==> src/rtl/riscv_defines.sv <==
// Shared datapath widths and the writeback request record used by the
// writeback merge stage.
package riscv_defines;
  localparam int XLEN  = 32;
  localparam int RF_AW = 5;

  typedef struct packed {
    logic             vld;
    logic [RF_AW-1:0] rd;
    logic [XLEN-1:0]  data;
  } wb_req_t;
endpackage

==> src/rtl/asa_riscv_tag_fifo.sv <==
// Small FIFO holding destination tags of multiplies still in flight.
// Power-of-two depth; push and pop may coincide even when full.
module asa_riscv_tag_fifo #(
  parameter int WIDTH = 5,
  parameter int DEPTH = 2
) (
  input  logic                   clk,
  input  logic                   rst,
  input  logic                   push,
  input  logic                   pop,
  input  logic                   flush,
  input  logic [WIDTH-1:0]       din,
  output logic [WIDTH-1:0]       head,
  output logic                   full,
  output logic                   empty,
  output logic [$clog2(DEPTH):0] count
);
  localparam int AW = $clog2(DEPTH);
  localparam logic [AW:0] FULL_CNT = (AW+1)'(DEPTH);

  logic [WIDTH-1:0] mem [DEPTH];
  logic [AW-1:0]    wr_ptr;
  logic [AW-1:0]    rd_ptr;
  logic             do_push;
  logic             do_pop;

  assign full    = (count == FULL_CNT);
  assign empty   = (count == '0);
  assign do_pop  = pop & ~empty;
  assign do_push = push & (~full | do_pop);
  assign head    = mem[rd_ptr];

  always_ff @(posedge clk) begin
    if (do_push && !flush) mem[wr_ptr] <= din;
  end

  // Pointers wrap naturally because DEPTH is a power of two.
  always_ff @(posedge clk) begin
    if (rst || flush) begin
      wr_ptr <= '0;
      rd_ptr <= '0;
      count  <= '0;
    end else begin
      if (do_push) wr_ptr <= wr_ptr + AW'(1);
      if (do_pop)  rd_ptr <= rd_ptr + AW'(1);
      case ({do_push, do_pop})
        2'b10:   count <= count + (AW+1)'(1);
        2'b01:   count <= count - (AW+1)'(1);
        default: count <= count;
      endcase
    end
  end
endmodule

==> src/rtl/asa_riscv_mul_wb.sv <==
// Writeback merge: pairs multiplier results with their issued rd, merges them
// with the ALU stream into one register-file write port, parking displaced ALU results.
module asa_riscv_mul_wb #(
  parameter int XLEN      = riscv_defines::XLEN,
  parameter int RF_AW     = riscv_defines::RF_AW,
  parameter int TAG_DEPTH = 2
) (
  input  logic             clk,
  input  logic             rst,
  input  logic             flush,
  input  logic             mul_issue,
  input  logic [RF_AW-1:0] mul_rd,
  input  logic             mul_bubble,
  input  logic [XLEN-1:0]  mul_r,
  input  logic             alu_vld,
  input  logic [RF_AW-1:0] alu_rd,
  input  logic [XLEN-1:0]  alu_r,
  output logic             wb_we,
  output logic [RF_AW-1:0] wb_rd,
  output logic [XLEN-1:0]  wb_data,
  output logic             wb_stall,
  output logic             orphan
);
  localparam int CNT_W = $clog2(TAG_DEPTH) + 1;

  riscv_defines::wb_req_t hold;
  riscv_defines::wb_req_t hold_nxt;
  riscv_defines::wb_req_t win_p0;
  riscv_defines::wb_req_t wb_p1;

  logic [RF_AW-1:0] fifo_head;
  logic             fifo_full;
  logic             fifo_empty;
  logic [CNT_W-1:0] fifo_count;
  logic [CNT_W:0]   drop_cnt;
  logic [CNT_W:0]   drop_nxt;
  logic             mul_vld_p0;
  logic             absorb;
  logic             fifo_pop;
  logic             orphan_hit;
  logic             alu_ok;
  logic             issue_ok;

  // Results still in flight at a flush are older than the flush and drain
  // ahead of anything issued later, so the drop counter claims them first.
  always_comb begin
    mul_vld_p0 = ~mul_bubble;
    absorb     = mul_vld_p0 & (drop_cnt != '0);
    fifo_pop   = mul_vld_p0 & ~absorb & ~fifo_empty;
    orphan_hit = mul_vld_p0 & ~absorb & fifo_empty;
    wb_stall   = hold.vld | (fifo_full & ~fifo_pop);
    alu_ok     = alu_vld & ~wb_stall;
    issue_ok   = mul_issue & ~wb_stall & ~flush;
  end

  asa_riscv_tag_fifo #(
    .WIDTH (RF_AW),
    .DEPTH (TAG_DEPTH)
  ) u_tag_fifo (
    .clk   (clk),
    .rst   (rst),
    .push  (issue_ok),
    .pop   (fifo_pop),
    .flush (flush),
    .din   (mul_rd),
    .head  (fifo_head),
    .full  (fifo_full),
    .empty (fifo_empty),
    .count (fifo_count)
  );

  always_comb begin
    win_p0   = '0;
    hold_nxt = hold;
    if (fifo_pop) begin
      win_p0 = '{vld: 1'b1, rd: fifo_head, data: mul_r};
      if (alu_ok) hold_nxt = '{vld: 1'b1, rd: alu_rd, data: alu_r};
    end else if (hold.vld) begin
      win_p0   = hold;
      hold_nxt = '{vld: alu_ok, rd: alu_rd, data: alu_r};
    end else if (alu_ok) begin
      win_p0 = '{vld: 1'b1, rd: alu_rd, data: alu_r};
    end
    if (flush) hold_nxt.vld = 1'b0;
  end

  always_comb begin
    drop_nxt = drop_cnt - {{CNT_W{1'b0}}, absorb};
    if (flush) drop_nxt = drop_nxt + {1'b0, fifo_count} - {{CNT_W{1'b0}}, fifo_pop};
  end

  // ---- p0 -> p1: registered write port, hold register and control state ----
  always_ff @(posedge clk) begin
    if (rst) begin
      wb_p1    <= '0;
      hold.vld <= 1'b0;
      drop_cnt <= '0;
      orphan   <= 1'b0;
    end else begin
      wb_p1.vld  <= win_p0.vld & (win_p0.rd != '0);
      wb_p1.rd   <= win_p0.rd;
      wb_p1.data <= win_p0.data;
      hold       <= hold_nxt;
      drop_cnt   <= drop_nxt;
      if (orphan_hit) orphan <= 1'b1;
    end
  end

  assign wb_we   = wb_p1.vld;
  assign wb_rd   = wb_p1.rd;
  assign wb_data = wb_p1.data;

  a_no_input_during_stall: assert property (
    @(posedge clk) disable iff (rst) wb_stall |-> !(alu_vld || mul_issue));
endmodule
==> config.mk <==
export PLATFORM = sky130hd
export DESIGN_NAME = asa_riscv_mul_wb
export DESIGN_NICKNAME = d
export VERILOG_FILES = /design/src/rtl/riscv_defines.sv /design/src/rtl/asa_riscv_tag_fifo.sv /design/src/rtl/asa_riscv_mul_wb.sv
export SDC_FILE = /design/constraint.sdc
export NUM_CORES = 1
export LEC_CHECK = 0
export CAP_MARGIN = 20
export CORE_UTILIZATION = 50
export CTS_CLUSTER_SIZE = 16
export DETAILED_ROUTE_END_ITERATION = 7
export PLACE_DENSITY = 0.83
export SYNTH_ARGS = -nofsm -noshare
export SYNTH_HDL_FRONTEND = slang
export SYNTH_SLANG_ARGS = --single-unit
==> constraint.sdc <==
create_clock -name clk -period 10.85 [get_ports clk]
set_input_delay 3.255 -clock clk [delete_from_list [all_inputs] [get_ports clk]]
set_output_delay 3.255 -clock clk [all_outputs]
set_load 0.1 [all_outputs]
==> flow_summary.ini <==
[global_routing]
grt_pass1_vias = 2944
use_met1 = 0.288
use_met2 = 0.353
grt-ovfl-total = 0
busiest_layer = met2
grt_max_degree = 50
grt_pass1_wl_mm = 14.7
grtUsageTotal = 0.213
antenna_found_initial = 0
met3_usage = 0.0303

[sta]
fin_crit_ps = 8780
finalSetupTns_ps = 0
final_max_slew_viol_count = 0
grt_setup_unrepaired = false
worst_slew_margin_rel = 0.310
finClkSkew_ps = 10.6
tightest_slew_ps = 1030
finalHoldViolations = 0
timing.fmax_mhz = 114
fin_hold_ws_ps = 503
period_share = 0.809
setup-violations-final = 0

[worst_setup_path]
path_class = primary input to output port
required_ps = 7600
path_max_fanout = 11
crit_arrival_ps = 5520
endpoint_kind = output port
start_kind = primary input
rrSetupSlack_ps = 7190
reg2reg_depth = 10

[floorplanning]
fp-row-count = 33
die_h_um = 95.2
io_pins = 120
start_util = 0.523
dieArea_mm2 = 0.00905
die_w_um = 95.2
core_area_mm2 = 0.00830

[cts]
clk_latency_ps = 350
clkSinkCount = 95
htree_levels = 3
clk_pin_slew_worst_paths_ps = 90
post-cts-setup-buffers = 0
root_buffer = clkbuf_8
post_cts_resized = 0
holdBufCountCts = 0
numCtsBuffers = 9
cts_tree = done
clock_path_buffers = 2

[cells_and_area]
diodes = 0
area_growth_pct = 30.7
stdcell_area_mm2 = 0.00567
nNetsFinal = 545
mostFrequentLayoutCell = clkdlybuf4s50_1
drive_gt1_frac = 0.194
final_cell_mix = 118 x clkdlybuf4s50_1, 47 x dfxtp_1, 47 x edfxtp_1
final_cells = 568

[detailed_routing]
wl_per_cell_um = 16.5
dr.pass1.iters = 4
drtAntennaViolNets = 0
vias_per_cell = 5.37
drc = 0
vias = 3052
drtIter0Drc = 112
wirelength_mm = 9.37

[synth]
syn_inst = 355
synth_cell_type_count = 41
ys.flop_type = dfxtp_1
synth_area_leaders = edfxtp_1 33%, dfxtp_1 22%, a221oi_2 9.7%
async_reset_ff_frac = 0
synth_area_leader_cell = edfxtp_1
ys_seq_area_frac = 0.547
synth_area_per_cell_um2 = 12.2
syn_area_mm2 = 0.00434
ys_warn_count = 0
syn_nets = 442
synth_top_area_share = 0.325
synth_edf_count = 47
ys_seq_elements = 95

[pwr]
p_leak_nw = 2.00
vdd_drop_max_uv = 112
power_uw = 875
p_per_area_mw_per_mm2 = 154

[placement]
portBuffers = 119
gp_congestion = 0.763
dpl_cell_area_mm2 = 0.00549
dpl.hpwl_mm = 6.21
placed_cells = 552

[run]
maxCapViolations = 0

[hold_path]
hold_depth = 2
hold_class = flop to flop

[outcome]
outcome = finished clean
-- per-stage QoR --
stage / util / setup slack [ps]
after detailed placement: 0.662 / 2080
after floorplan: - / 3160
after CTS: 0.683 / 2070
after global routing: 0.683 / 2020
final: 0.683 / 2070
after global placement: 0.659 / 2110
-- critical path, stage by stage --
cell             delay [ps]
clkdlybuf4s50_1         430
or4_4                   620
a21oi_4                 200
inv_1                    60
clkdlybuf4s50_1         960
-- kinds of logic after synthesis --
logic type | count (synthesis) | share of synthesized area
AND/OR/NAND/NOR | 145 | 0.203
flip-flops | 95 | 0.547
AO/OA/AOI/OAI | 56 | 0.144
buffers and inverters | 41 | 0.0608
XOR/XNOR | 7 | 0.0141
adder cells (fa/ha/maj) | 7 | 0.0219
multiplexers | 4 | 0.0101
-- synth_stat cells, drive strengths merged (3+ instances only) --
cell    number
o21ai        3
xnor2        4
a21oi        7
edfxtp      47
ha           6
xor2         3
o22ai        3
nand2       11
inv         11
dfxtp       48
a221oi      32
a211oi       9
clkbuf      10
nor3        41
buf         20
mux2         3
nor2b       39
nor2        48
-- layer usage --
metal	wire length, µm	up-vias	share of wire
met2	4570	99	0.49
met3	536	6	0.057
met5	0	-	0
met1	4190	1457	0.45
li1	-	1490	-
met4	67	0	0.0072
-- worst paths after layout --
kind | startpoint | endpoint
min | orphan | orphan
max | mul_bubble | wb_stall
min reg2reg | orphan | orphan
max reg2reg | drop_cnt[2] | drop_cnt[2]
-- power by group --
part           switching [mW]  internal [mW]  total, mW
clock                   0.130         0.0865      0.217
sequential            0.00912          0.394      0.403
combinational           0.162         0.0927      0.255
total                   0.301          0.573      0.875
-- state kept, by name, summed over array words and instances (netlist names), named ones only --
name               count
u_tag_fifo.count       2
orphan                 1
wb_rd                  5
u_tag_fifo.rd_ptr      1
u_tag_fifo.wr_ptr      1
wb_data               32
hold                  38
drop_cnt               3
u_tag_fifo.mem        10
wb_we                  1
-- area by class of cell --
class	count	area, µm²
fill	654	2630
clock buffer	9	124
inverter	11	41.3
tap	105	131
timing repair buffer	122	1230
sequential	95	2370
multi-input combinational	219	1720
clock inverter	7	53.8
No activity file was read; power rests on OpenSTA's default activity.
